**config.mk**
```make
export PLATFORM = sky130hd
export DESIGN_NAME = cordic_scheduler
export DESIGN_NICKNAME = d
export VERILOG_FILES = /design/src/rtl/cordic_pkg.sv /design/src/rtl/sched_result_fifo.sv /design/src/rtl/cordic_scheduler.sv
export SDC_FILE = /design/constraint.sdc
export NUM_CORES = 1
export LEC_CHECK = 0
export BUFFER_PORTS_ARGS = -buffer_cell sky130_fd_sc_hd__clkbuf_2
export CORE_MARGIN = 3
export CORE_UTILIZATION = 50
export DETAILED_ROUTE_END_ITERATION = 8
export PLACE_DENSITY = 0.72
export SYNTH_ARGS = -nofsm -noshare
export SYNTH_HDL_FRONTEND = slang
export SYNTH_HIERARCHICAL = 1
export SYNTH_SLANG_ARGS = --single-unit
export TNS_END_PERCENT = 5
```
**constraint.sdc**
```tcl
create_clock -name clk -period 8.75 [get_ports clk]
set_input_delay 1.3125 -clock clk [delete_from_list [all_inputs] [get_ports clk]]
set_output_delay 1.3125 -clock clk [all_outputs]
set_load 0.01 [all_outputs]
```
**src/rtl/cordic_pkg.sv**
```systemverilog
// Shared constants and the result-entry type for the CORDIC scheduler and its result FIFO.
package cordic_pkg;

  localparam int REQ_NUMBER            = 4;
  localparam int UNSIGNED_INPUT_WIDTH  = 16;
  localparam int UNSIGNED_OUTPUT_WIDTH = 16;
  localparam int ITERATION_NUMBER      = 6;
  localparam int PIPELINE_LATENCY      = ITERATION_NUMBER + 2;
  localparam int FIFO_DEPTH            = 8;
  localparam int ID_W                  = $clog2(REQ_NUMBER);

  typedef struct packed {
    logic [ID_W-1:0]                  id;
    logic [UNSIGNED_OUTPUT_WIDTH-1:0] mag;
    logic [UNSIGNED_OUTPUT_WIDTH-1:0] ang;
  } rsp_entry_t;

endpackage

```
**src/rtl/sched_result_fifo.sv**
```systemverilog
// Show-ahead synchronous FIFO of result entries; the head reads as zero while empty.
module sched_result_fifo
  import cordic_pkg::*;
#(
  parameter int DEPTH = FIFO_DEPTH
) (
  input  logic       clk,
  input  logic       rst_n,
  input  logic       wr_en_i,
  input  rsp_entry_t wr_data_i,
  input  logic       rd_en_i,
  output rsp_entry_t rd_data_o,
  output logic       empty_o,
  output logic       full_o
);

  localparam int AW = (DEPTH > 1) ? $clog2(DEPTH) : 1;
  localparam int CW = $clog2(DEPTH + 1);

  rsp_entry_t      mem_q [DEPTH];
  logic [AW-1:0]   wr_ptr_q, wr_ptr_d;
  logic [AW-1:0]   rd_ptr_q, rd_ptr_d;
  logic [CW-1:0]   count_q, count_d;
  logic            wr_ok, rd_ok;

  function automatic logic [AW-1:0] ptr_inc(input logic [AW-1:0] p);
    return (p == AW'(DEPTH - 1)) ? '0 : p + AW'(1);
  endfunction

  assign empty_o   = (count_q == '0);
  assign full_o    = (count_q == CW'(DEPTH));
  assign rd_ok     = rd_en_i && !empty_o;
  // A write into a full FIFO is accepted only when the head is leaving in the same cycle.
  assign wr_ok     = wr_en_i && (!full_o || rd_ok);
  assign rd_data_o = empty_o ? '0 : mem_q[rd_ptr_q];

  always_comb begin
    wr_ptr_d = wr_ok ? ptr_inc(wr_ptr_q) : wr_ptr_q;
    rd_ptr_d = rd_ok ? ptr_inc(rd_ptr_q) : rd_ptr_q;
    count_d  = count_q;
    if (wr_ok && !rd_ok) count_d = count_q + CW'(1);
    if (!wr_ok && rd_ok) count_d = count_q - CW'(1);
  end

  always_ff @(posedge clk) begin
    if (!rst_n) begin
      wr_ptr_q <= '0;
      rd_ptr_q <= '0;
      count_q  <= '0;
    end else begin
      wr_ptr_q <= wr_ptr_d;
      rd_ptr_q <= rd_ptr_d;
      count_q  <= count_d;
    end
  end

  always_ff @(posedge clk) begin
    if (wr_ok) mem_q[wr_ptr_q] <= wr_data_i;
  end

  assert property (@(posedge clk) disable iff (!rst_n) !(wr_en_i && full_o && !rd_en_i));

endmodule

```
**src/rtl/cordic_scheduler.sv**
```systemverilog
// Round-robin, credit-admitted sharing of one fixed-latency CORDIC pipeline among several requesters.
module cordic_scheduler
  import cordic_pkg::*;
#(
  parameter int REQ_NUMBER            = cordic_pkg::REQ_NUMBER,
  parameter int UNSIGNED_INPUT_WIDTH  = cordic_pkg::UNSIGNED_INPUT_WIDTH,
  parameter int UNSIGNED_OUTPUT_WIDTH = cordic_pkg::UNSIGNED_OUTPUT_WIDTH,
  parameter int ITERATION_NUMBER      = cordic_pkg::ITERATION_NUMBER,
  parameter int PIPELINE_LATENCY      = ITERATION_NUMBER + 2,
  parameter int FIFO_DEPTH            = cordic_pkg::FIFO_DEPTH
) (
  input  logic                                     clk,
  input  logic                                     rst_n,
  input  logic [REQ_NUMBER-1:0]                    req_valid,
  input  logic [REQ_NUMBER*UNSIGNED_INPUT_WIDTH-1:0] req_x,
  input  logic [REQ_NUMBER*UNSIGNED_INPUT_WIDTH-1:0] req_y,
  output logic [REQ_NUMBER-1:0]                    req_ready,
  output logic                                     pipe_in_valid,
  output logic [UNSIGNED_INPUT_WIDTH-1:0]          pipe_in_x,
  output logic [UNSIGNED_INPUT_WIDTH-1:0]          pipe_in_y,
  input  logic [UNSIGNED_OUTPUT_WIDTH-1:0]         pipe_mag,
  input  logic [UNSIGNED_OUTPUT_WIDTH-1:0]         pipe_ang,
  output logic                                     rsp_valid,
  output logic [$clog2(REQ_NUMBER)-1:0]            rsp_id,
  output logic [UNSIGNED_OUTPUT_WIDTH-1:0]         rsp_mag,
  output logic [UNSIGNED_OUTPUT_WIDTH-1:0]         rsp_ang,
  input  logic                                     rsp_ready,
  output logic                                     busy
);

  localparam int IDW   = $clog2(REQ_NUMBER);
  localparam int IW    = UNSIGNED_INPUT_WIDTH;
  localparam int CNT_W = $clog2(FIFO_DEPTH + 1);
  localparam int L     = PIPELINE_LATENCY;

  // Handshake: a transfer happens on a rising edge where valid and ready are both high;
  // ready never waits on a transfer, and valid holding low is always legal.
  logic [CNT_W-1:0] cnt_q, cnt_d;
  logic [IDW-1:0]   rr_ptr_q, rr_ptr_d;
  logic             gnt_found;
  logic [IDW-1:0]   gnt_idx, cand;
  logic [IDW:0]     sum;
  logic [IW-1:0]    gnt_x, gnt_y;
  logic             admit, accept, pop;

  logic             pipe_vld_q;
  logic [IW-1:0]    pipe_x_q, pipe_y_q;
  logic [IDW-1:0]   issue_id_q;
  logic [L-1:0]     tag_vld_q;
  logic [IDW-1:0]   tag_id_q [L];

  rsp_entry_t       fifo_wr_data, fifo_head;
  logic             fifo_empty, fifo_full;

  // First valid requester at or after the pointer, wrapping.
  always_comb begin
    gnt_found = 1'b0;
    gnt_idx   = '0;
    sum       = '0;
    cand      = '0;
    for (int i = 0; i < REQ_NUMBER; i++) begin
      sum = {1'b0, rr_ptr_q} + (IDW+1)'(i);
      if (sum >= (IDW+1)'(REQ_NUMBER)) sum = sum - (IDW+1)'(REQ_NUMBER);
      cand = sum[IDW-1:0];
      if (!gnt_found && req_valid[cand]) begin
        gnt_found = 1'b1;
        gnt_idx   = cand;
      end
    end
  end

  assign admit  = (cnt_q < CNT_W'(FIFO_DEPTH));
  assign accept = rst_n && admit && gnt_found;
  assign pop    = rsp_valid && rsp_ready;

  always_comb begin
    req_ready = '0;
    gnt_x     = '0;
    gnt_y     = '0;
    for (int i = 0; i < REQ_NUMBER; i++) begin
      if (gnt_idx == IDW'(i)) begin
        req_ready[i] = accept;
        gnt_x        = req_x[i*IW +: IW];
        gnt_y        = req_y[i*IW +: IW];
      end
    end
  end

  always_comb begin
    cnt_d = cnt_q;
    if (accept && !pop) cnt_d = cnt_q + CNT_W'(1);
    if (!accept && pop) cnt_d = cnt_q - CNT_W'(1);
    rr_ptr_d = rr_ptr_q;
    if (accept) rr_ptr_d = (gnt_idx == IDW'(REQ_NUMBER - 1)) ? '0 : gnt_idx + IDW'(1);
  end

  always_ff @(posedge clk) begin
    if (!rst_n) begin
      cnt_q      <= '0;
      rr_ptr_q   <= '0;
      pipe_vld_q <= 1'b0;
      pipe_x_q   <= '0;
      pipe_y_q   <= '0;
      issue_id_q <= '0;
      tag_vld_q  <= '0;
      for (int k = 0; k < L; k++) tag_id_q[k] <= '0;
    end else begin
      cnt_q      <= cnt_d;
      rr_ptr_q   <= rr_ptr_d;
      pipe_vld_q <= accept;
      if (accept) begin
        pipe_x_q   <= gnt_x;
        pipe_y_q   <= gnt_y;
        issue_id_q <= gnt_idx;
      end
      // The tag line mirrors the pipeline so its last stage lines up with pipe_mag/pipe_ang.
      tag_vld_q   <= {tag_vld_q[L-2:0], pipe_vld_q};
      tag_id_q[0] <= issue_id_q;
      for (int k = 1; k < L; k++) tag_id_q[k] <= tag_id_q[k-1];
    end
  end

  assign pipe_in_valid = pipe_vld_q;
  assign pipe_in_x     = pipe_x_q;
  assign pipe_in_y     = pipe_y_q;

  assign fifo_wr_data.id  = tag_id_q[L-1];
  assign fifo_wr_data.mag = pipe_mag;
  assign fifo_wr_data.ang = pipe_ang;

  sched_result_fifo #(
    .DEPTH(FIFO_DEPTH)
  ) u_fifo (
    .clk      (clk),
    .rst_n    (rst_n),
    .wr_en_i  (tag_vld_q[L-1]),
    .wr_data_i(fifo_wr_data),
    .rd_en_i  (pop),
    .rd_data_o(fifo_head),
    .empty_o  (fifo_empty),
    .full_o   (fifo_full)
  );

  assign rsp_valid = !fifo_empty;
  assign rsp_id    = fifo_head.id;
  assign rsp_mag   = fifo_head.mag;
  assign rsp_ang   = fifo_head.ang;
  assign busy      = (cnt_q != '0);

  // Credits make a FIFO overflow unreachable; the full flag only feeds the FIFO's own check.
  logic unused_full;
  assign unused_full = fifo_full;

endmodule
```
---- Yosys cells after proc, flatten, opt, wreduce, memory -nomap -nowiden ----
Memories as Yosys holds them, arrays and structs flattened. A register that Yosys moved wholly into a read port is not among the register bits.
Cells that the tools add are included.
storage, ports and cells
  bits in registers ....................... 59
  output and inout bits ................... 73
  memories kept ........................... 2
  input port bits ......................... 167
  bits in writable memories ............... 288
  logic and storage cells ................. 130
memory list
  name          depth  bits a word  rd ports  clocked after Yosys merged registers in  wr ports  RTL line                 RTL
  u_fifo.mem_q  8      34           1         1                                        1         sched_result_fifo.sv:20  rsp_entry_t mem_q [DEPTH];
  tag_id_q      8      2            8         0                                        8         cordic_scheduler.sv:50   logic [IDW-1:0] tag_id_q [L];
operators by class
  mux-type cells .......................... 54
  add/subtract/negate cells ............... 14
  reductions and logical operators ........ 27
  eq/ne operators ......................... 6
  bitwise gates (word level) .............. 8
  $lt $le $gt $ge ......................... 9
operator list
  operator                                                    number
  2-to-1 mux 16 bit                                           8
  2-to-1 mux 2 bit                                            17
  2-to-1 mux 34 bit                                           1
  2-to-1 mux 1 bit                                            16
  2-to-1 mux 4 bit                                            4
  logical AND 1 bit                                           12
  less-than comparator 2 x 3 -> 1 bit, second input constant  4
  2-to-1 mux 3 bit                                            4
  greater-or-equal comparator 3 bit, second input constant    3
  zero test 1 bit                                             9
  adder 4 x 1 -> 4 bit, second input constant                 2
  binary-select mux 1 bit (select 2 bit)                      4
  OR 1 bit                                                    8
  subtractor 2 x 1 -> 2 bit, second input constant            4
  subtractor 4 x 1 -> 4 bit, second input constant            2
  adder 2 x 2 -> 3 bit, second input constant                 2
  adder 3 x 1 -> 3 bit, second input constant                 2
  equality test 3 bit, second input constant                  2
  equality test 2 bit, second input constant                  2
  equality test 4 bit, second input constant                  1
  zero test 4 bit                                             1
  less-than comparator 4 bit, second input constant           1
  nonzero test 2 bit                                          2
  nonzero test 4 bit                                          1
  other kinds (6)                                             6

---- Longest topological paths before layout ----
  depth after elaboration ................. 19
  depth in mapped cells ................... 13
  gate-level depth less buffers ........... 10

---- By module ----
Netlist, hierarchy kept.
modules (own cells, without submodules)
  module             seq. area each (um^2)  area each (um^2)  instances  cells an instance
  sched_result_fifo  8428.1                 11085.6           1          519
  cordic_scheduler   1301.2                 3427.0            1          378

---- Worst setup path before layout ----
Ideal clock, no wire load.
  path type ............................... in2reg
  start ................................... input rsp_ready
  end ..................................... memory u_fifo/mem_q[0][0] in the netlist's numbering (enable)
  path buffers ............................ 1
  data arrival time ....................... 5.232 ns
  path slack .............................. 3.008 ns
  setup time .............................. 0.510 ns
  required time ........................... 8.240 ns
  cell stages on the path ................. 5
  path through ............................ nor2b_1 buf_2 nand2b_1 o21ai_2 nor4_1
between the ends
  word-level cells in the longest chain between the ends .. 6
ends and longest elaborated chain
  item                                    RTL line                 RTL
  start, declared                         cordic_scheduler.sv:27   input logic rsp_ready,
  logical AND 1 bit                       cordic_scheduler.sv:74   assign pop = rsp_valid && rsp_ready;
  logical AND 1 bit                       sched_result_fifo.sv:32  assign rd_ok = rd_en_i && !empty_o;
  logical OR 1 bit                        sched_result_fifo.sv:34  assign wr_ok = wr_en_i && (!full_o || rd_ok);
  logical AND 1 bit                       sched_result_fifo.sv:34
  2-to-1 mux 1 bit                        sched_result_fifo.sv:58  if (wr_ok) mem_q[wr_ptr_q] <= wr_data_i;
  2-to-1 mux 1 bit (not written as such)  sched_result_fifo.sv:58
  end, declared                           sched_result_fifo.sv:20
No other way between the ends.

---- Worst setup path in the final report ----
  start ................................... input rst_n
  end ..................................... output req_ready[2]
between the ends
  word-level cells in the longest chain between the ends .. 3
ends and longest elaborated chain
  item                             RTL line                RTL
  start, declared                  cordic_scheduler.sv:13  input logic rst_n,
  logical AND 1 bit (2 in series)  cordic_scheduler.sv:73  assign accept = rst_n && admit && gnt_found;
  2-to-1 mux 1 bit                 cordic_scheduler.sv:81  if (gnt_idx == IDW'(i)) begin
  end, declared                    cordic_scheduler.sv:17  output logic [REQ_NUMBER-1:0] req_ready,
No other way between the ends.

==> out/summary.log <==
qor: route.vias 8506
qor: sta.min_period 4.757 ns
qor: placement.pre_cts_slack 3.950 ns
qor: route.detailedRoute.firstPassIterationCount 4
qor: floorplan.placeableCoreArea 0.02816 sq mm
qor: clock_network.cts_num_sinks 350
qor: pwr.power_density 222.6 mW/mm^2
qor: flow_run.timing.max_cap.violations 0
qor: clock_network.cts_htree_levels 2
qor: clock_network.cts_setup_buffers 0
qor: worst_setup_path.worst_ep_required_time 7.44 ns
qor: clock_network.cts_buffer_depth 3
qor: grt.global_route.usage.total 19.86%
qor: worst_setup_path.cp-start-kind primary input
qor: floorplan.die_y 176.3 microns
qor: pwr.report.power.total 3.815 mW
qor: floorplan.num_rows 61
qor: floorplan.pin_count 240
qor: sta.slew_headroom 33.98%
qor: route.drc 0
qor: worst_setup_path.cp_data_arrival_time 3.44 ns
qor: grt.grt-ovfl-total 0
qor: layout.post_route_cells_drive_above_1_share 36.36%
qor: worst_setup_path.worstPathMaxFanout 67
qor: layout.final_net_count 1309
qor: clock_network.cts.reportedPaths.clkPinSlew 0.05 ns
qor: sta.final_critical_path_setup_slack 3.993 ns
qor: sta.setup_repair_after_global_routing_missed_its_margin false
qor: worst_setup_path.critical_path_class in2out
qor: clock_network.cts.repair.resized 0
qor: placement.hpwlAfterDp 18730 microns
qor: grt.antenna_found_initial 0
qor: grt.grt_max_degree 69
qor: grt.grt_pass1_wl 47800 microns
qor: yosys.synth.avg_cell_area 16.19 sq um
qor: yosys.synth-warning-count 6
qor: layout.layout.area.seq 0.009738 sq mm
qor: layout.flow.area_growth_from_synthesis 18.11%
qor: layout.final_core_utilization 60.84%
qor: layout.multi_input_area 0.004294 sq mm
qor: route.routed_wire_length 30700 microns
qor: floorplan.floorplan.die.width 176.3 microns
qor: yosys.syn-num-nets 1077
qor: route.detail_route.wl_per_cell 20.02 microns
qor: route.vias_per_cell 5.549
qor: clock_network.worst_skew_pair.late_latency 0.51 ns
qor: layout.num-fill-cells 2147
qor: outcome.outcome complete, no violations
qor: sta.final.setup.tns 0 ns
qor: yosys.mappedNetlistArea 0.01451 sq mm
qor: route.final_antenna_net_count 0
qor: clock_network.tritoncts built
qor: floorplan.floorplan.initialDensity 51.51%
qor: placement.placed_cells_incl_taps 1468
qor: sta.timing.final.max_slew_violations 0
qor: placement.globalplace.congestion 0.9469
qor: sta.number_of_hold_slack_violations_in_the_final_timing_report 0
qor: layout.post_layout_instance_count_excluding_filler_cells 1533
qor: sta.tightest_slew 0.9903 ns
qor: yosys.post_syn_instances 896
qor: clock_network.cts_made_buffers 36
qor: clock_network.cts_root_buf sky130_fd_sc_hd__clkbuf_16
qor: placement.port_buffer_cells 239
qor: sta.timing.clock.skew 0.01154 ns
qor: floorplan.die_area 0.03109 sq mm
qor: worst_setup_path.cp-end-kind primary output
qor: pwr.peakVddDrop 150.2 uV
qor: layout.antenna-diode-count 0
qor: worst_hold_path.hold_class reg2reg
qor: pwr.power.static_leakage 6.143 nW
qor: sta.setup_violations 0
qor: sta.fmaxAchievable 210.2 MHz
qor: grt.grt_pass1_vias 8684
qor: clock_network.cts_hold_buf 0
qor: sta.final.period_utilization 54.36%
qor: route.initialDrtViolationCount 498
final cells by class:
class | count | share of cell area, %
inverter | 44 | 0.9639
clock buffer | 48 | 5.769
multi-input combinational | 441 | 25.06
timing repair buffer | 255 | 7.682
tap | 378 | 2.760
clock inverter | 17 | 0.9274
sequential | 350 | 56.84
power breakdown:
group          leakage (nW)  switching [mW]  total [mW]  internal (mW)
Sequential             3.08          0.0313        1.87           1.84
Combinational          2.51           0.271       0.476          0.205
Clock                 0.554           0.585        1.47          0.883
layout by cell type, fill, tap and decap left out, types with 11 or more instances in the layout:
| cell type | n |
|---|---|
| sky130_fd_sc_hd__edfxtp_1 | 272 |
| sky130_fd_sc_hd__clkbuf_2 | 239 |
| sky130_fd_sc_hd__dfxtp_1 | 75 |
| sky130_fd_sc_hd__mux4_2 | 68 |
| sky130_fd_sc_hd__a21oi_1 | 45 |
| sky130_fd_sc_hd__nand2_1 | 44 |
| sky130_fd_sc_hd__inv_1 | 41 |
| sky130_fd_sc_hd__nor2_1 | 41 |
| sky130_fd_sc_hd__mux2i_1 | 39 |
| sky130_fd_sc_hd__clkbuf_16 | 38 |
| sky130_fd_sc_hd__a211o_1 | 33 |
| sky130_fd_sc_hd__a221oi_1 | 31 |
| sky130_fd_sc_hd__and2_1 | 29 |
| sky130_fd_sc_hd__a31oi_2 | 29 |
| sky130_fd_sc_hd__buf_4 | 16 |
| sky130_fd_sc_hd__ha_1 | 11 |
metal layers:
metal	part of all wire (%)	track usage, %
met2	50	33.82
met1	40	25.71
met5	0	0
met4	3.0	7.201
met3	6.9	3.677
critical path: stages:
cell                       delay, ns
sky130_fd_sc_hd__clkbuf_2       0.07
sky130_fd_sc_hd__buf_4          0.47
sky130_fd_sc_hd__nand2b_2       0.15
sky130_fd_sc_hd__a31oi_4        0.40
sky130_fd_sc_hd__buf_4          0.63
sky130_fd_sc_hd__and2_1         0.22
sky130_fd_sc_hd__clkbuf_2       0.13
worst paths after layout:
path / start / endpoint / slack (ns) / depth (start not counted)
hold / removal: tag_id_q[1][2] / tag_id_q[1][4] / 0.43 / 1
setup / recovery: rst_n / req_ready[2] / 3.99 / 7
setup reg to reg: u_fifo/count_q[1] / u_fifo/mem_q[1][25] / 4.96 / 7
hold reg to reg: tag_id_q[1][2] / tag_id_q[1][4] / 0.43 / 1
flip-flops by register name, indices dropped and copies added (netlist names), named ones only:
signal,flops
cnt_q,4
issue_id_q,2
tag_vld_q,8
u_fifo/mem_q,272
u_fifo/rd_ptr_q,3
rr_ptr_q,2
pipe_in_x,16
tag_id_q,16
pipe_in_y,16
u_fifo/count_q,4
pipe_in_valid,1
u_fifo/wr_ptr_q,3
stage by stage:
step	area (sq um)	hold slack [ns]
2_1_floorplan	14510	0.4119
3_3_place_gp	15990	0.4143
3_5_place_dp	15990	0.4186
4_1_cts	17130	0.4308
5_1_grt	17130	0.4414
6_report	17130	0.4293
Power figures use the tool's default switching activity.
